===== src/rtl/fila_leitor.sv =====
// fila_leitor: drain side of the 8-entry byte queue; dequeues, captures and hands bytes downstream.
// Define FILA_LEITOR_CHECKSUM_EN to build the running XOR checksum register (otherwise checksum reads 0).
`timescale 1us/1ns

module fila_leitor #(
    parameter int DATA_W        = 8,
    parameter int LEN_W         = 8,
    parameter int SETTLE_CYCLES = 2
) (
    input  logic              clk_10KHz,
    input  logic              reset,
    input  logic              drain_en,
    input  logic [DATA_W-1:0] q_data_in,
    input  logic [LEN_W-1:0]  q_len_in,
    output logic              q_deq_out,
    output logic [DATA_W-1:0] out_data,
    output logic              out_valid,
    input  logic              out_ready,
    output logic              busy,
    output logic [7:0]        rx_count,
    output logic [7:0]        checksum
);

    // state  | meaning
    // IDLE   | waiting for drain_en and a non-empty queue
    // REQ    | dequeue pulse high for this single cycle
    // WAIT   | queue registers the dequeued byte
    // CAPT   | byte presented on q_data_in, captured at the exit edge
    // HOLD   | out_valid high, waiting for out_ready
    // SETTLE | lets the lagging q_len_in catch up before the next read
    typedef enum logic [2:0] {IDLE, REQ, WAIT, CAPT, HOLD, SETTLE} state_t;

    localparam int CNT_W = $clog2(SETTLE_CYCLES + 1);
    localparam logic [CNT_W-1:0] SETTLE_LOAD = CNT_W'(SETTLE_CYCLES);

    state_t            state, state_nxt;
    logic [CNT_W-1:0]  settle_cnt, settle_nxt;
    logic              deq_nxt;
    logic              valid_nxt;
    logic [DATA_W-1:0] data_nxt;
    logic [7:0]        rx_nxt;
    logic              handshake;

    always_ff @(posedge clk_10KHz or posedge reset) begin
        if (reset) begin
            state      <= IDLE;
            settle_cnt <= '0;
            q_deq_out  <= 1'b0;
            out_valid  <= 1'b0;
            out_data   <= '0;
            rx_count   <= '0;
        end else begin
            state      <= state_nxt;
            settle_cnt <= settle_nxt;
            q_deq_out  <= deq_nxt;
            out_valid  <= valid_nxt;
            out_data   <= data_nxt;
            rx_count   <= rx_nxt;
        end
    end

    always_comb begin
        state_nxt  = state;
        settle_nxt = settle_cnt;
        deq_nxt    = 1'b0;
        valid_nxt  = out_valid;
        data_nxt   = out_data;
        rx_nxt     = rx_count;
        handshake  = 1'b0;
        case (state)
            IDLE: begin
                if (drain_en && (q_len_in != '0)) begin
                    state_nxt = REQ;
                    deq_nxt   = 1'b1;
                end
            end
            REQ:  state_nxt = WAIT;
            WAIT: state_nxt = CAPT;
            CAPT: begin
                data_nxt  = q_data_in;
                valid_nxt = 1'b1;
                state_nxt = HOLD;
            end
            HOLD: begin
                if (out_ready) begin
                    handshake  = 1'b1;
                    valid_nxt  = 1'b0;
                    rx_nxt     = rx_count + 8'd1;
                    settle_nxt = SETTLE_LOAD;
                    state_nxt  = SETTLE;
                end
            end
            SETTLE: begin
                // terminal count: leave when this decrement reaches zero
                if (settle_cnt <= CNT_W'(1)) begin
                    settle_nxt = '0;
                    state_nxt  = IDLE;
                end else begin
                    settle_nxt = settle_cnt - CNT_W'(1);
                end
            end
            default: state_nxt = IDLE;
        endcase
    end

    assign busy = (state != IDLE);

`ifdef FILA_LEITOR_CHECKSUM_EN
    always_ff @(posedge clk_10KHz or posedge reset) begin
        if (reset) begin
            checksum <= '0;
        end else if (handshake) begin
            checksum <= checksum ^ 8'(out_data);
        end
    end
`else
    assign checksum = '0;
`endif

endmodule


===== config.mk =====
export PLATFORM = sky130hd
export DESIGN_NAME = fila_leitor
export DESIGN_NICKNAME = d
export VERILOG_FILES = /design/src/rtl/fila_leitor.sv
export SDC_FILE = /design/constraint.sdc
export NUM_CORES = 1
export LEC_CHECK = 0
export ABC_CLOCK_PERIOD_IN_PS = 2200
export BUFFER_PORTS_ARGS = -buffer_cell sky130_fd_sc_hd__buf_2
export CORE_MARGIN = 4
export CORE_UTILIZATION = 49
export DETAILED_ROUTE_END_ITERATION = 12
export GPL_ROUTABILITY_DRIVEN = 0
export PLACE_DENSITY = 0.86
export SETUP_SLACK_MARGIN = 0.2
export SYNTH_ARGS = -nofsm -noshare
export SYNTH_HDL_FRONTEND = slang
export SYNTH_SLANG_ARGS = --single-unit

===== constraint.sdc =====
create_clock -name clk_10KHz -period 2.2 [get_ports clk_10KHz]
set_input_delay 0.22 -clock clk_10KHz [delete_from_list [all_inputs] [get_ports clk_10KHz]]
set_output_delay 0.22 -clock clk_10KHz [all_outputs]
set_load 0.05 [all_outputs]

==> reports/summary.txt <==
chip width -> 54.8 µm
NumNets Final -> 152
first-pass GRT wire length -> 2970 µm
worst-skew pair later-pin latency -> 300 ps
Synth cell types -> 28
RSZ-0062 raised after global routing -> false
Synth Instances -> 92
Detail Placement HPWL -> 1600 µm
worst reg2reg path depth -> 3
Final WS setup -> 436 ps
drt first-iter violations -> 14
Max Cap Violations -> 0
number of synthesized flops with an enable pin -> 0
overall power -> 1.93 mW
die height -> 54.8 µm
overall routing resource usage -> 14.0%
min-delay worst type -> in2async
status -> completed
worst slack, placed -> 538 ps
sequential share of the synthesized area -> 53.6%
gr ovfl total -> 0
Critical Path Start Type -> flip-flop
critical path endpoint category -> primary output
Logic pwr share -> 52.6%
YS warnings -> 0
# DRC -> 0
minimum clock period -> 1760 ps
vias -> 757
Total Wirelength -> 2020 µm
Max Fclk -> 567 MHz
Final setup viols -> 0
Crit Path Category -> reg2out
Area Growth Syn to Fin -> 17.6%
Flop pwr share -> 37.6%
io pins -> 47
CP required -> 1980 ps
Core Area -> 0.00202 mm²
Mapped Area -> 0.00107 mm²
CTS Buf Count -> 3
crit path DAT -> 1540 ps
PortBufs -> 38
number of vias per cell -> 4.82
drt pass-1 iters -> 4
clk slew on worst S/H paths -> 120 ps
Placed Cells incl. Taps -> 153
vias in the first global route -> 723
setup_tns -> 0 ps
Post-synth ARST share -> 100%
antenna viol nets, final -> 0
Starting Density -> 53.1%
CTS tree -> yes
sw frac -> 50.5%
Rows -> 16
Slew headroom -> 43.6%
Crit Path Max Fanout -> 10
initial antenna violation count -> 0
pin count of the biggest net entering global routing -> 24
net switching power figure -> 0.974 mW
Worst Max-Slew Pin Slew -> 845 ps
Crit Reg-Reg Startpoint -> state[0]$_DFFE_PP0P_
layout cells sized above 1 -> 40.0%
Reg2Reg Setup Slack -> 500 ps
Clock Sinks -> 23
Slew Limit Fails -> 0
Pwr Density -> 1530 mW/mm²
Diodes inserted -> 0
top_reg_cell synth -> dfrtp_1
final hold vios -> 0
Max VDD drop -> 0.832 mV
Pint -> 0.955 mW
CTS resizes -> 0
CTS Root Cell -> clkbuf_4
clk buf depth -> 2
die area -> 0.00300 mm²
RR Endpoint -> rx_count[7]$_DFFE_PP0P_
H-Tree Level Count -> 1
Clk pwr share -> 9.9%
Routed WL per cell -> 12.9 µm
Setup Buffers After CTS -> 0
Syn Area/Cell -> 11.7 µm²
Leak -> 0.673 nW
Layout Skew -> 1.79 ps
period utilization -> 80.2%
cts hold-fix bufs -> 0
Yosys reg bits -> 23
Finished Layout Cells -> 157
-- worst max-delay path, cell delays in order, from the launching register on --
cell and delay (ps):
dfrtp_1 490, or3_2 520, buf_2 230
-- synthesized netlist by cell type, types with 2 or more instances --
| master | instances | area [µm²] |
|---|---|---|
| buf_4 | 8 | 60.1 |
| buf_6 | 2 | 22.5 |
| dfrtp_1 | 23 | 576 |
| inv_1 | 4 | 15.0 |
| mux2_2 | 9 | 101 |
| nand2_1 | 5 | 18.8 |
| nand2b_1 | 2 | 12.5 |
| nand3_1 | 3 | 15.0 |
| nor2_1 | 6 | 22.5 |
| nor3_1 | 2 | 10.0 |
| nor4_1 | 2 | 12.5 |
| o21ai_0 | 4 | 20.0 |
| xnor2_1 | 2 | 17.5 |
| xor2_1 | 6 | 52.6 |
-- routing by layer --
layer  global-route usage (%)  wire [µm]  vias up
li1                         -          -      369
met1                     16.2        819      367
met2                     25.0       1100       21
met3                     3.27        100        0
met4                     4.98          0        0
met5                        0          0        -
-- sequential cells by signal (all words and copies together) (netlist names) --
name	cells
state	3
out_valid	1
rx_count	8
q_deq_out	1
out_data	8
settle_cnt	2
-- cell type report --
type / instances / area (µm²)
fillers: 176 / 759
flip-flops and latches: 23 / 576
multi-input cells: 61 / 422
repair buffers: 38 / 190
well taps: 27 / 33.8
clock buffers: 4 / 26.3
inverters: 4 / 15.0
-- cell families (layout without fill, tap and decap cells) --
| family | Yosys count | after routing | synth area share (%) |
|---|---|---|---|
| simple gates | 25 | 25 | 13.5 |
| mux | 9 | 9 | 9.44 |
| flops | 23 | 23 | 53.6 |
| fa+ha+maj | 1 | 1 | 1.17 |
| buf+inv | 15 | 46 | 9.56 |
| compound gates | 10 | 10 | 5.83 |
| other cells | 1 | 8 | 0.349 |
| xor+xnor | 8 | 8 | 6.53 |
-- power groups by stage --
| stage | registers [mW] | clock network (mW) | logic, mW |
|---|---|---|---|
| floorplan | 1.13 | 0 | 0.434 |
| global placement | 0.719 | 0 | 1.00 |
| detailed placement | 0.732 | 0 | 1.02 |
| CTS | 0.723 | 0.196 | 1.03 |
| global route | 0.753 | 0.215 | 1.07 |
| finish | 0.725 | 0.190 | 1.01 |
-- per-stage QoR --
step | hold WS, ps | utilization [%] | area [µm²]
6_report | 65.4 | 62.4 | 1260
5_1_grt | 122 | 62.4 | 1260
4_1_cts | 92.1 | 62.4 | 1260
3_5_place_dp | 441 | 61.1 | 1240
3_3_place_gp | 411 | 61.1 | 1240
2_1_floorplan | 222 | - | 1100
-- placed cells by master, fill, tap and decap left out --
cell and count:
buf_2 38, dfrtp_1 23, mux2_2 9, conb_1 8, nor2_1 6, xor2_1 6
nand2_1 5, inv_1 4, o21ai_0 4, nand3_1 3, clkbuf_4 3, nor4_1 2
nand2b_1 2, xnor2_1 2, nor3_1 2, nand3b_1 1, a21oi_1 1, nand4bb_1 1
o221ai_1 1, a21o_1 1, or3_2 1, a211oi_1 1, o31ai_1 1, a31oi_1 1
nor2b_1 1, nor4_4 1, ha_1 1, clkbuf_1 1
-- how the worst max path moves through the flow --
stage | start | to | slack [ps]
global route | state[0]$_DFFE_PP0P_ | busy | 360
global placement | state[0]$_DFFE_PP0P_ | rx_count[7]$_DFFE_PP0P_ | 600
detailed placement | state[0]$_DFFE_PP0P_ | rx_count[7]$_DFFE_PP0P_ | 540
finish | state[0]$_DFFE_PP0P_ | busy | 440
floorplan | state[0]$_DFFE_PP0P_ | q_deq_out$_DFF_PP0_ | 750
CTS | state[0]$_DFFE_PP0P_ | busy | 430
Note: power is estimated with default switching activity, not from simulation.
